--- src/rtl/isa_pkg.sv ---
// Shared ISA constants and fetch-stage types used by the fetch block and the decoder.
package isa_pkg;

   typedef enum logic [1:0] {
      IDLE = 2'd0,
      RUN  = 2'd1,
      HALT = 2'd2
   } fetch_state_t;

   localparam int DEF_PC_W   = 10;
   localparam int DEF_LUT_AW = 6;
   localparam int DEF_CNT_W  = 16;

   // Opcode field values and the halt encoding, kept here so the decoder sees the same map.
   localparam logic [2:0] OP_BRANCH = 3'b100;
   localparam logic [2:0] OP_STORE  = 3'b101;
   localparam logic [2:0] OP_LOAD   = 3'b110;
   localparam logic [2:0] OP_MOVE   = 3'b111;
   localparam logic [8:0] HALT_WORD = 9'b011111111;

endpackage

--- src/rtl/jump_lut.sv ---
// Branch-target table: one synchronous write port, one combinational read port.
module jump_lut #(
   parameter int AW = 6,
   parameter int DW = 10
) (
   input  logic          Clk,
   input  logic          i_we,
   input  logic [AW-1:0] i_waddr,
   input  logic [DW-1:0] i_wdata,
   input  logic [AW-1:0] i_raddr,
   output logic [DW-1:0] o_rdata
);

   logic [DW-1:0] r_mem [2**AW];

   // NOTE: the table has no reset; targets are loaded by software and must survive a core reset.
   always_ff @(posedge Clk) begin
      if (i_we) r_mem[i_waddr] <= i_wdata;
   end

   assign o_rdata = r_mem[i_raddr];

endmodule

--- src/rtl/prog_counter_fetch.sv ---
// Fetch stage: owns the PC, sequences it through increment / LUT branch / halt,
// and runs the start/halt handshake with the top level.
module prog_counter_fetch
   import isa_pkg::*;
#(
   parameter int PC_W   = DEF_PC_W,
   parameter int LUT_AW = DEF_LUT_AW,
   parameter int CNT_W  = DEF_CNT_W
) (
   input  logic              Clk,
   input  logic              Reset,
   input  logic              Start,
   input  logic [PC_W-1:0]   StartAddr,
   input  logic              Jen,
   input  logic [7:0]        Jptr,
   input  logic              BranchCond,
   input  logic              Done,
   input  logic              LutWe,
   input  logic [LUT_AW-1:0] LutWaddr,
   input  logic [PC_W-1:0]   LutWdata,
   output logic [PC_W-1:0]   Prog_ctr,
   output logic              Running,
   output logic              Halted,
   output logic [CNT_W-1:0]  CycleCnt
);

   fetch_state_t     r_state;
   fetch_state_t     w_next_state;
   logic [PC_W-1:0]  r_pc;
   logic [CNT_W-1:0] r_cycle_cnt;
   logic [PC_W-1:0]  w_lut_target;
   logic             w_stopped;
   logic             w_launch;
   logic             w_lut_we;
   logic             w_taken;
   logic             w_unused_jptr;

   assign w_stopped     = (r_state == IDLE) || (r_state == HALT);
   assign w_launch      = w_stopped && Start;
   assign w_lut_we      = w_stopped && LutWe && !Reset;
   assign w_taken       = Jen && BranchCond;
   assign w_unused_jptr = ^Jptr[7:LUT_AW];

   jump_lut #(
      .AW (LUT_AW),
      .DW (PC_W)
   ) u_jump_lut (
      .Clk     (Clk),
      .i_we    (w_lut_we),
      .i_waddr (LutWaddr),
      .i_wdata (LutWdata),
      .i_raddr (Jptr[LUT_AW-1:0]),
      .o_rdata (w_lut_target)
   );

   // NOTE: sequential state uses non-blocking assignments so every register samples pre-edge values.
   always_ff @(posedge Clk) begin
      if (Reset) r_state <= IDLE;
      else       r_state <= w_next_state;
   end

   // NOTE: the default assignment up front keeps this block free of inferred latches.
   always_comb begin
      w_next_state = r_state;
      case (r_state)
         IDLE, HALT: if (Start) w_next_state = RUN;
         RUN:        if (Done)  w_next_state = HALT;
         default:    w_next_state = IDLE;
      endcase
   end

   always_comb begin
      Running = (r_state == RUN);
      Halted  = (r_state == HALT);
   end

   // Done freezes the PC on the halt word, but the cycle counter still counts that edge.
   always_ff @(posedge Clk) begin
      if (Reset) begin
         r_pc        <= '0;
         r_cycle_cnt <= '0;
      end else if (w_launch) begin
         r_pc        <= StartAddr;
         r_cycle_cnt <= '0;
      end else if (r_state == RUN) begin
         if (r_cycle_cnt != '1) r_cycle_cnt <= r_cycle_cnt + 1'b1;
         if (!Done) begin
            if (w_taken) r_pc <= w_lut_target;
            else         r_pc <= r_pc + 1'b1;
         end
      end
   end

   assign Prog_ctr = r_pc;
   assign CycleCnt = r_cycle_cnt;

endmodule

--- config.mk ---
export PLATFORM = sky130hd
export DESIGN_NAME = prog_counter_fetch
export DESIGN_NICKNAME = d
export VERILOG_FILES = /design/src/rtl/isa_pkg.sv /design/src/rtl/jump_lut.sv /design/src/rtl/prog_counter_fetch.sv
export SDC_FILE = /design/constraint.sdc
export NUM_CORES = 1
export LEC_CHECK = 0
export ABC_AREA = 0
export ABC_CLOCK_PERIOD_IN_PS = 2850
export CORE_MARGIN = 1.5
export CORE_UTILIZATION = 50
export CTS_BUF_LIST = sky130_fd_sc_hd__clkbuf_4
export DETAILED_ROUTE_END_ITERATION = 12
export GPL_ROUTABILITY_DRIVEN = 1
export PLACE_DENSITY = 0.64
export SETUP_SLACK_MARGIN = 0.4
export SKIP_LAST_GASP = 1
export SYNTH_ARGS = -nofsm -noshare
export SYNTH_HDL_FRONTEND = slang
export SYNTH_SLANG_ARGS = --single-unit
--- constraint.sdc ---
create_clock -name Clk -period 2.85 [get_ports Clk]
set_input_delay 0.57 -clock Clk [delete_from_list [all_inputs] [get_ports Clk]]
set_output_delay 0.57 -clock Clk [all_outputs]
set_load 0.05 [all_outputs]
Word level (Yosys, flattened, before mapping)
Memories as Yosys holds them, arrays and structs flattened.
Index checks and enable logic that the tools add are counted.

operators by class
  multiplexer cells = 9
  reductions and logical operators = 13
  $add $sub $neg = 2
  eq/ne operators = 6

operator list
  cell                                                    number
  2-to-1 mux 10 bit                                       4
  adder 16 x 1 -> 16 bit (second input constant)          1
  inequality test 16 bit (second input constant)          1
  adder 10 x 1 -> 10 bit (second input constant)          1
  AND reduction 2 bit                                     3
  logical AND 1 bit                                       4
  2-to-1 mux 2 bit                                        2
  inequality test 2 bit (second input constant)           2
  one-hot mux 2 bit (2 select lines)                      1
  OR reduction 2 bit                                      2
  equality test 2 x 1 -> 1 bit (second input constant)    1
  equality test 2 bit (second input constant)             1
  logical NOT 2 bit                                       1
  2-to-1 mux 1 bit                                        2
  inequality test 2 x 1 -> 1 bit (second input constant)  1
  nonzero test 2 bit                                      1
  logical NOT 1 bit                                       1
  logical OR 1 bit                                        1

storage, ports and cells
  flip-flop bits (word level) = 28
  RAM bits = 640
  memories kept = 1
  output and inout port bits = 28
  word-level logic and storage cells = 34
  input port bits = 41

memories
  name              words  bits a word  rd ports  clocked after memory_dff  write ports  line            text
  u_jump_lut.r_mem  64     10           1         0                         1            jump_lut.sv:14  logic [DW-1:0] r_mem [2**AW];

Longest topological paths before layout
  depth in word-level cells = 6
  depth in mapped cells = 10
  depth with buffers taken out = 6

By module
A second synthesis with hierarchy kept.

unflattened totals
  cell total of the unflattened synthesis = 1310
  area total of the unflattened synthesis = 26566.7 um2

by module, submodules not included
  module              cells an instance  area an instance (um2)  instances
  jump_lut            1108               24901.4                 1
  prog_counter_fetch  202                1665.3                  1

Least setup slack after synthesis
OpenSTA, ideal clock, no wires.

  path type = input port to flip-flop
  from = input Jptr[0]
  to = register r_pc[1], in the netlist Prog_ctr[1]
  arrival time = 2.255 ns
  path buffers = 3
  path slack = 0.473 ns
  cell stages on the path = 7
  cell sequence = buf_6 buf_6 buf_2 mux4_2 a22oi_1 nand4_1 a221o_1

between the ends
  word-level cells in the longest chain between the ends = 5

RTL lines
  what                    line                      text
  start: declaration      prog_counter_fetch.sv:15  input logic [7:0] Jptr,
  memory (64 x 10 bit)    n/a
  2-to-1 mux 10 bit       prog_counter_fetch.sv:88  if (w_taken) r_pc <= w_lut_target;
  2-to-1 mux 10 bit       prog_counter_fetch.sv:87  if (!Done) begin
  2-to-1 mux 10 bit       prog_counter_fetch.sv:85  end else if (r_state == RUN) begin
  2-to-1 mux 10 bit       prog_counter_fetch.sv:82  end else if (w_launch) begin
  end signal: assignment  prog_counter_fetch.sv:83  r_pc <= StartAddr;
  end signal: assignment  prog_counter_fetch.sv:88
  end signal: assignment  prog_counter_fetch.sv:89  else r_pc <= r_pc + 1'b1;
  end: declaration        prog_counter_fetch.sv:29  logic [PC_W-1:0] r_pc;

No other way between the ends. The select of a mux whose other input is x is not followed.
A chain may end at the register's enable or synchronous reset.

Worst setup path after layout
  from = register r_pc[9], in the netlist Prog_ctr[9]
  to = output Prog_ctr[9]

RTL lines
  what              line                      text
  end: declaration  prog_counter_fetch.sv:21  output logic [PC_W-1:0] Prog_ctr,

No word-level cell between the ends.

==> qor.txt <==
Initial antenna violation count: 2
Fill count: 3,923
Synth top area share: 72.17%
Peak VDD IR: 0.3335 mV
DRC: 0
Slew HR: 39.95%
Num CTS Buffers: 166
Xor/xnor share of the synthesized area: 0.3618%
Initial drt markers: 1,680
Clock latency on the worst-skew pair: 980 ps
Power per cell area: 643.5 mW/mm^2
Largest cells by area after synthesis: edfxtp_1 72%, mux4_2 12%, dfxtp_1 2.1%
Final worst path period need: 2340 ps
Status: complete, no violations
EDFF count, synth: 640
Io pins: 69
R2r endpoint: u_jump_lut.r_mem[15][1]
GRT Overall Usage: 27.08%
Starting density of the core: 50.67%
Finished layout cell area: 0.03132 mm^2
Die height: 233.8 um
CTS tree: yes
Synth Area in Adders: 0.09398%
H-Tree Depth: 4
Placed wire-length estimate: 47.21 mm
Fin crit share: 82.11%
Wire per inst: 28.07 um
Critical Path AT: 1770 ps
Final setup vio count: 0
Yosys top cell by area: edfxtp_1
Worst-case reg-to-reg path depth: 6
Share of layout cells above drive strength 1: 35.24%
CTS Buffer Depth: 3
Hold crit path type: input port to register
Final core utilization: 59.60%
Crit path max-delay family: flip-flops
Overflow after GRT: 0
Startpoint types: register
Largest net degree at the start of global routing: 65
Min Hold Slack: 147.2 ps
CTS Sinks: 668
Commonest non-fill, non-tap cell in the layout: edfxtp_1
Worst r2r src: r_state[0]
Num rows: 84
First-pass GRT wire length: 102.5 mm
CP required: 2280 ps
Most frequent cells in the layout: 640 x edfxtp_1, 245 x clkbuf_4, 175 x buf_4
Distinct cells, synth: 66
Nets: 1,774
Hold Crit Depth: 1
Global placement routability congestion: 0.9292
Clock transition at the registers of the reported paths: 70 ps
Mux contribution to synthesized area: 14.93%
Buf/Inv on CP: 1
P&R area growth vs syn: 17.62%
Number of max-cap violations: 0
RSZ-0062 raised after global routing: false
Clock root buffer: clkbuf_4
Worst slew pin tran: 889.5 ps
Top_reg_cell synth: edfxtp_1
Leakage: 10.54 nW
CP Capture Type: primary output
Core area: 0.05255 mm^2
Placed Instance Area: 0.02925 mm^2
Average vias per placed instance: 6.009
FMAX: 427.3 MHz
Simple-gate area share of the yosys netlist: 5.465%
Synth async-reset ratio: 0%
Slowest stage cell on the critical path: dfxtp_1
Avg Cell Area, Syn: 19.24 um^2
Hold endpoint: u_jump_lut.r_mem[34][9]
Vias in the first global route: 15,260
WL final: 71.00 mm
Largest family of logic cells by synthesized area: multiplexers
Setup bufs post-CTS: 0
Max-slew violation count: 0
Synthesized cell area: 0.02663 mm^2
Hold Violations, Final: 0
Setup Skew: 48.86 ps
Post-Syn Nets: 1,427
Ys Warns: 0
Reg2Reg Setup Slack: 790 ps
Crit-path max FO: 3
Routed Antenna Nets: 0
Critical path cell sequence: clkdlybuf4s15_2
CP Class: register to primary output
Hold_sp: LutWdata[9]
Via count: 15,200
First drt pass iteration count: 5
Mapped Cells: 1,384
Die W: 233.8 um
Die area: 0.05465 mm^2
Synth Register Bits: 668
PortBufs: 66
Compound-gate portion of the synthesized area: 2.993%
Crit path largest cell delay: 420 ps
Setup_tns: 0 ps
Sequential area share after synthesis: 74.28%
## per-stage QoR
stage | setup slack, ps | std cells | total power [mW]
2_1_floorplan | 473.2 | 1384 | 11.65
6_report | 510.0 | 2529 | 20.15
5_1_grt | 414.7 | 2528 | 20.90
3_3_place_gp | 103.8 | 2249 | 12.27
4_1_cts | 347.0 | 2527 | 20.35
3_5_place_dp | 82.90 | 2249 | 12.28
## per-layer routing
layer / global-route usage (%) / wire length (um)
met2: 40.40 / 32710
met1: 37.64 / 29600
met4: 12.22 / 2533
met5: 0 / 0
met3: 7.320 / 6149
## registers in the layout, indices dropped and copies added, names as in the netlist
register / count
u_jump_lut.r_mem: 640
CycleCnt: 16
Prog_ctr: 10
r_state: 2
## layout make-up
class / count / area (um^2) / area share, %
Timing Repair Buffer: 252 / 2143 / 6.843
Antenna cell: 2 / 5.005 / 0.01598
Tap cell: 688 / 860.8 / 2.748
Clock inverter: 32 / 301.5 / 0.9628
Clock buffer: 244 / 1832 / 5.849
Multi-Input combinational cell: 632 / 6350 / 20.27
Sequential cell: 668 / 19790 / 63.18
Inverter: 11 / 41.29 / 0.1318
## cell usage after synthesis, drive strengths merged, types with 5 or more instances
library cell	count
or3	6
edfxtp	640
nor4	18
nor2	105
dfxtp	28
o211ai	6
nor2b	8
mux2i	47
o21ai	14
buf	48
a21oi	15
nand4	14
a22oi	33
inv	10
nand3	36
and3	5
mux2	8
nand2	58
a31oi	14
nor3	23
mux4	150
nand2b	6
xnor2	10
clkbuf	25
## worst max-delay path by stage
stage               cells after the start  slack [ps]         from          end
floorplan                               7         470      Jptr[0]  Prog_ctr[1]
global placement                        8         100      Jptr[0]  Prog_ctr[3]
detailed placement                      8          80      Jptr[0]  Prog_ctr[3]
CTS                                     3         350   r_state[1]      Running
global route                            1         410  CycleCnt[6]  CycleCnt[6]
finish                                  1         510  Prog_ctr[9]  Prog_ctr[9]
## power by group
group,switching (mW),internal (mW),leakage (nW)
clock network,3.65,4.43,1.26
registers,0.0323,10.8,5.98
logic,0.787,0.477,3.30
total,4.47,15.7,10.5
## cell families after synthesis
family / count (synthesis)
adders and majority gates: 2
AOI/OAI and AO/OA: 113
and+or+nand+nor: 301
xor gates and xnor gates: 11
muxes: 205
buffers and inverters: 84
DFF: 668
## repair_timing
item                                   in CTS  in global routing
endpoints found under the hold margin      32                  0
setup endpoints to repair                  28                  2
gates resized for setup                   147                  4
hold buffers                                2                  0
No activity file was read; power rests on OpenSTA's default activity.
